--- src/rtl/fc_feeder.sv ---
// Upstream driver for fc_layer: loads weight rows, then streams input vectors
// diagonally skewed across lanes with start/valid framing, one batch at a time.
module fc_feeder #(
    parameter int unsigned BitSize     = 8,
    parameter int unsigned M_W_BitSize = 8,
    parameter int unsigned NumOfInputs = 2,
    parameter int unsigned NumOfNerves = 3,
    parameter int unsigned Height      = 2
) (
    input  logic                              clk,
    input  logic                              res,
    input  logic                              load_start,
    input  logic                              w_valid,
    output logic                              w_ready,
    input  logic [NumOfNerves*M_W_BitSize-1:0] w_data,
    input  logic                              v_valid,
    output logic                              v_ready,
    input  logic [NumOfInputs*BitSize-1:0]    v_data,
    input  logic                              fc_done,
    output logic [NumOfNerves*M_W_BitSize-1:0] out_weights,
    output logic                              out_en_l_b,
    output logic [NumOfInputs*BitSize-1:0]    out_data,
    output logic                              out_valid,
    output logic                              out_start,
    output logic                              busy,
    output logic                              batch_done
);

    localparam int unsigned WeightW   = NumOfNerves * M_W_BitSize;
    localparam int unsigned RowCntW   = (NumOfInputs > 1) ? $clog2(NumOfInputs) : 1;
    localparam int unsigned VecCntW   = (Height > 1) ? $clog2(Height) : 1;
    localparam int unsigned DrainLast = (NumOfInputs > 1) ? NumOfInputs - 2 : 0;

    typedef enum logic [2:0] {
        S_IDLE,
        S_LOAD,
        S_STREAM,
        S_DRAIN,
        S_WAIT_DONE
    } state_e;

    state_e               state_q, state_d;
    logic [RowCntW-1:0]   row_cnt_q, row_cnt_d;
    logic [VecCntW-1:0]   vec_cnt_q, vec_cnt_d;
    logic [RowCntW-1:0]   drn_cnt_q, drn_cnt_d;
    logic [WeightW-1:0]   out_weights_q, out_weights_d;
    logic                 en_l_b_q, en_l_b_d;
    logic [NumOfInputs-1:0] hist_q, hist_d;
    logic                 out_valid_q, out_valid_d;
    logic                 out_start_q, out_start_d;
    logic                 w_ready_q, w_ready_d;
    logic                 v_ready_q, v_ready_d;
    logic                 busy_q, busy_d;
    logic                 batch_done_q, batch_done_d;
    logic                 w_hs;
    logic                 v_hs;

    assign w_hs = w_valid & w_ready_q;
    assign v_hs = v_valid & v_ready_q;

    always_comb begin
        state_d       = state_q;
        row_cnt_d     = row_cnt_q;
        vec_cnt_d     = vec_cnt_q;
        drn_cnt_d     = drn_cnt_q;
        out_weights_d = out_weights_q;
        en_l_b_d      = 1'b0;
        batch_done_d  = 1'b0;

        case (state_q)
            S_IDLE: begin
                if (load_start) begin
                    state_d   = S_LOAD;
                    row_cnt_d = '0;
                end
            end
            S_LOAD: begin
                if (w_hs) begin
                    out_weights_d = w_data;
                    en_l_b_d      = 1'b1;
                    if (row_cnt_q == RowCntW'(NumOfInputs - 1)) begin
                        state_d   = S_STREAM;
                        vec_cnt_d = '0;
                    end else begin
                        row_cnt_d = row_cnt_q + RowCntW'(1);
                    end
                end
            end
            S_STREAM: begin
                // an accepted vector takes priority over a reload request
                if (v_hs) begin
                    if (vec_cnt_q == VecCntW'(Height - 1)) begin
                        state_d   = (NumOfInputs > 1) ? S_DRAIN : S_WAIT_DONE;
                        drn_cnt_d = '0;
                    end else begin
                        vec_cnt_d = vec_cnt_q + VecCntW'(1);
                    end
                end else if (load_start && (vec_cnt_q == '0)) begin
                    state_d   = S_LOAD;
                    row_cnt_d = '0;
                end
            end
            S_DRAIN: begin
                if (drn_cnt_q == RowCntW'(DrainLast)) begin
                    state_d = S_WAIT_DONE;
                end else begin
                    drn_cnt_d = drn_cnt_q + RowCntW'(1);
                end
            end
            S_WAIT_DONE: begin
                if (fc_done) begin
                    batch_done_d = 1'b1;
                    state_d      = S_STREAM;
                    vec_cnt_d    = '0;
                end
            end
            default: state_d = S_IDLE;
        endcase

        // bit j set: a vector was accepted j+1 cycles ago, so lane j holds data
        hist_d      = (hist_q << 1) | NumOfInputs'(v_hs);
        out_valid_d = |hist_d;
        out_start_d = hist_d[0];
        w_ready_d   = (state_d == S_LOAD);
        v_ready_d   = (state_d == S_STREAM);
        busy_d      = (state_d != S_IDLE);
    end

    always_ff @(posedge clk or posedge res) begin
        if (res) begin
            state_q       <= S_IDLE;
            row_cnt_q     <= '0;
            vec_cnt_q     <= '0;
            drn_cnt_q     <= '0;
            out_weights_q <= '0;
            en_l_b_q      <= 1'b0;
            hist_q        <= '0;
            out_valid_q   <= 1'b0;
            out_start_q   <= 1'b0;
            w_ready_q     <= 1'b0;
            v_ready_q     <= 1'b0;
            busy_q        <= 1'b0;
            batch_done_q  <= 1'b0;
        end else begin
            state_q       <= state_d;
            row_cnt_q     <= row_cnt_d;
            vec_cnt_q     <= vec_cnt_d;
            drn_cnt_q     <= drn_cnt_d;
            out_weights_q <= out_weights_d;
            en_l_b_q      <= en_l_b_d;
            hist_q        <= hist_d;
            out_valid_q   <= out_valid_d;
            out_start_q   <= out_start_d;
            w_ready_q     <= w_ready_d;
            v_ready_q     <= v_ready_d;
            busy_q        <= busy_d;
            batch_done_q  <= batch_done_d;
        end
    end

    // lane k: (k+1)-stage chain, last stage drives the output directly
    for (genvar k = 0; k < NumOfInputs; k++) begin : g_lane
        logic [BitSize-1:0] dat_q [0:k];
        logic [BitSize-1:0] dat_d [0:k];

        always_comb begin
            dat_d[0] = v_hs ? v_data[k*BitSize +: BitSize] : '0;
            for (int j = 1; j <= k; j++) begin
                dat_d[j] = dat_q[j-1];
            end
        end

        always_ff @(posedge clk or posedge res) begin
            if (res) begin
                for (int j = 0; j <= k; j++) begin
                    dat_q[j] <= '0;
                end
            end else begin
                for (int j = 0; j <= k; j++) begin
                    dat_q[j] <= dat_d[j];
                end
            end
        end

        assign out_data[k*BitSize +: BitSize] = dat_q[k];
    end

    assign out_weights = out_weights_q;
    assign out_en_l_b  = en_l_b_q;
    assign out_valid   = out_valid_q;
    assign out_start   = out_start_q;
    assign w_ready     = w_ready_q;
    assign v_ready     = v_ready_q;
    assign busy        = busy_q;
    assign batch_done  = batch_done_q;

endmodule

--- config.mk ---
export PLATFORM = sky130hd
export DESIGN_NAME = fc_feeder
export DESIGN_NICKNAME = d
export VERILOG_FILES = /design/src/rtl/fc_feeder.sv
export SDC_FILE = /design/constraint.sdc
export NUM_CORES = 1
export LEC_CHECK = 0
export ABC_AREA = 1
export CAP_MARGIN = 20
export CELL_PAD_IN_SITES_DETAIL_PLACEMENT = 1
export CELL_PAD_IN_SITES_GLOBAL_PLACEMENT = 1
export CORE_ASPECT_RATIO = 1.25
export CORE_MARGIN = 2
export CORE_UTILIZATION = 31
export DETAILED_ROUTE_END_ITERATION = 7
export PLACE_DENSITY_LB_ADDON = 0.3
export SETUP_SLACK_MARGIN = 0.2
export SYNTH_ARGS = -nofsm -noshare
export SYNTH_HDL_FRONTEND = slang
export SYNTH_SLANG_ARGS = --single-unit
--- constraint.sdc ---
create_clock -name clk -period 2.2 [get_ports clk]
set_input_delay 0.33 -clock clk [delete_from_list [all_inputs] [get_ports clk]]
set_output_delay 0.33 -clock clk [all_outputs]
set_load 0.01 [all_outputs]
==> Word level (Yosys, flattened, before mapping) <==
Cells that the tools add are included.
{ "totals": {"ff_bits": 62, "out_inout_bits": 47} }
{ "classes": {"n_addsub": 3, "eq_ne": 14, "n_mux": 31, "n_bitwise": 4, "n_reduce_logical": 11} }
{ "ops": {"columns": ["op", "n"], "rows": [
  ["two-way mux 3 bit", 8],
  ["two-way mux 1 bit", 17],
  ["two-way mux 8 bit", 2],
  ["!= test 2 bit (second input constant)", 8],
  ["one-hot mux 3 bit (5 select lines)", 1],
  ["AND reduction 5 bit", 2],
  ["== test 3 x 2 -> 1 bit (second input constant)", 3],
  ["nonzero test 3 bit", 3],
  ["== test 3 x 1 -> 1 bit (second input constant)", 2],
  ["one-hot mux 1 bit (3 select lines)", 2],
  ["adder 1 bit (second input constant)", 3],
  ["== test 3 bit (second input constant)", 1],
  ["zero test 3 bit", 1],
  ["AND reduction 3 bit", 1],
  ["bitwise AND 1 bit", 2],
  ["bitwise OR 2 x 1 -> 2 bit", 1],
  ["one-hot mux 1 bit (2 select lines)", 1],
  ["AND reduction 2 bit", 1],
  ["nonzero test 2 bit", 1],
  ["OR reduction 2 bit", 1],
  ["logical AND 1 bit", 1],
  ["NOT 1 bit", 1]
]} }

==> Depth between registers and ports, before layout <==
{ "depth": {"word_depth": 6, "mapped_depth": 8, "ltp_nobuf": 8} }

==> Worst setup path after synthesis <==
Ideal clock, no wire load.
{ "synth_path": {"path_kind": "reg2reg", "start": "register state_q[1]", "end": "register out_weights_q[0], in the netlist out_weights[0]", "arrival_time_ns": 1.068, "required_time_ns": 2.084, "slack_ns": 1.015, "stages_incl_launch_ff": 8, "n_path_buf": 1, "synth_period_minus_slack_ns": 1.185, "path_cell_list": "dfrtp_1 -> inv_2 -> nand2_2 -> nor2_4 -> nand3_4 -> buf_2 -> nand2_1 -> nand2_1"} }
{ "synth_via": {"elab_chain_len": 2} }
{ "synth_lines": {"columns": ["item", "line_no", "rtl"], "rows": [
  ["from (decl)", "42", "state_e state_q, state_d;"],
  ["from (signal assigned)", "145", "state_q <= state_d;"],
  ["== test 3 x 1 -> 1 bit", "70", "case (state_q)"],
  ["AND reduction 2 bit (no line)", null, null],
  ["to (signal assigned)", "149", "out_weights_q <= out_weights_d;"],
  ["to (decl)", "46", "logic [WeightW-1:0] out_weights_q, out_weights_d;"]
]} }
No other way between the ends.
A chain may end at the register's enable or synchronous reset.

==> Worst setup path after layout <==
{ "layout_path": {"start": "register state_q[1]", "end": "register out_weights_q[22], in the netlist out_weights[22]"} }
The elaborated chain is that of the path after synthesis.

==> flow_summary.ini <==
[outcome]
status = finished clean

[synth]
avgSynthCellArea_um2 = 9.50
yosysTopAreaCellShare_pct = 66.2
synth.largest_area_cell = dfrtp_1
yosysSeqAreaShare_pct = 66.2
synthArstFlopShare_pct = 100
ys.flop_type = dfrtp_1
synth.area.top_cells = dfrtp_1 (66%), nand2_1 (14%), nor2_1 (5.0%)
synth_seq_cells = 60
synth.cell_area_um2 = 2270
yosys_warnings = 0
synth_edf_count = 0
ys_types = 17
syn_inst = 239
syn_nets = 285

[timing]
period_minus_slack_ns = 1.66
slew_headroom_pct = 77.8
skew_ns = 0.00987
tightestPinTransition_ns = 0.333
hold_viol = 0
finalSetupViolations = 0
rsz0062_at_grt = no
fin_crit_sh_pct = 75.4
fin_tns_setup_ns = 0
max_freq_mhz = 603
drv_slew = 0

[placement]
dp_hpwl_mm = 4.28
port_buffers = 92
place_inst = 418
gp_congestion = 0.784

[die]
initial_core_util_pct = 32.3
die_area_um2 = 8030
num_rows = 34
ios = 93
die_h_um = 99.7
coreArea_um2 = 7020
die_x_um = 80.5

[route]
wl_per_cell_um = 13.3
vias = 1884
final_antenna_net_count = 0
drtIter0Drc = 94
routed_wirelength_mm = 5.76
routed_via_density = 4.34
firstDrtPassIters = 4
drc = 0

[global_route]
globalRouteOverflowTotal = 0
grt_util_all_layers_pct = 15.7
grt_pass1_vias = 2062
antenna_found_initial = 0
grt_pass1_wl_mm = 9.59
grt_max_degree = 61

[power_and_ir_drop]
power_leakage_nw = 1.81
power_density_nw_per_um2 = 1220
vdd_drop_max_mv = 0.578
power.total_mw = 4.30

[finish]
syn2layout_area_growth_pct = 55.8
final_cell_mix = clkdlybuf4s50_1 (92), nand2_1 (86), dfrtp_1 (60)
instances_no_fill = 434
antennaDiodeCount = 0
layout_commonest_cell = clkdlybuf4s50_1
layout-drive-gt1-share_pct = 10.5
nNetsFinal = 385

[clock_tree]
clkTransAtPathRegs_ns = 0.07
cts_buffers = 9
cts_setup_buffers = 0
clockBufferDepth = 2
clk_latency_ns = 0.33
post_cts_resize_count = 0
cts_hold_buf = 0
cts.sinks = 60
root_buffer = clkbuf_8
tritoncts = built
cts-htree-levels = 3

[setup_path]
worstSetupPathType = reg -> reg
crit_top_cell = nand2_1
crit_required_ns = 2.47
crit_buf_inv = 2
crit_chain = inv_2 -> nand2_2 -> nor2_4 -> nand3_4 -> inv_4 -> nand2_1 -> nand2_1
crit_fanout = 26
slowest_delay_ns = 0.44
slowest_stage = dfrtp_1
crit_family = simple AND/OR/NAND/NOR gates
end_kind = flip-flop
crit_path_start_kind = flip-flop
worstPathArrival_ns = 1.93

[min_path]
hold_class = reg -> reg

[run]
drv_cap = 0
## Yosys cell counts (2+ instances only)
cell type,number
nand2_1,86
inv_1,28
dfrtp_1,60
nor2_1,30
nand2_2,11
nand3b_1,2
buf_2,2
inv_2,2
nand3_1,10
## final timing paths
check | start | endpoint | slack, ns | cells past startpoint
worst max-delay path | state_q[1] | out_weights[22] | 0.54 | 7
worst min-delay path | g_lane[1].dat_d[6] | out_data[14] | 0.35 | 0
worst max register to register | state_q[1] | out_weights[22] | 0.54 | 7
worst min register to register | g_lane[1].dat_d[6] | out_data[14] | 0.35 | 0
max in group asynchronous | res | g_lane[0].dat_q[7] | 1.55 | 3
min in group asynchronous | res | out_data[12] | 0.39 | 3
## worst register-to-register path: cells and delay by family (launching register included)
family | cells | cell delay, ns
and+or+nand+nor | 5 | 0.66
buffers and inverters | 2 | 0.50
DFF | 1 | 0.44
## logic make-up (layout without fill, tap and decap cells)
logic type / Yosys count / count (layout) / synth area share (%)
flops: 60 / 60 / 66.2
compound gates: 1 / 1 / 0.220
simple gates: 142 / 142 / 26.6
buf+inv: 36 / 141 / 7.00
## state kept, by name (all words and copies together) (netlist names)
register	count
out_data	8
state_q	3
busy	1
g_lane.dat_d	8
w_ready	1
out_start	1
batch_done	1
vec_cnt_q	1
out_en_l_b	1
row_cnt_q	1
out_weights	24
g_lane.dat_q	8
out_valid	1
v_ready	1
## metrics by stage
stage                     hold WS [ns]  instance area, µm²  worst slack, ns  util, %
final                            0.348                3540            0.541     50.4
after global routing             0.355                3540            0.336     50.4
after CTS                        0.353                3540            0.513     50.4
after detailed placement         0.336                3290            0.398     46.9
after global placement           0.332                3290            0.439     46.9
after floorplan                  0.331                2270            0.385        -
## per-layer routing
layer	GRT usage (%)	vias to the layer above	wire length [µm]
met5	0	-	0
met4	9.39	0	216
met3	3.36	16	292
met2	27.9	55	3130
met1	16.6	911	2120
li1	-	902	-
## power by group
part	total [mW]	internal, mW	switching [mW]
Combinational	1.49	0.744	0.751
Clock	1.21	0.757	0.450
Sequential	1.60	1.40	0.196
## final cells by class
class	count	area, µm²
fill	797	3480
sequential	60	1500
timing repair buffer	94	948
multi-input combinational	143	609
clock buffer	9	124
clock inverter	7	123
inverter	31	119
tap	90	113
No activity file was read; power rests on OpenSTA's default activity.
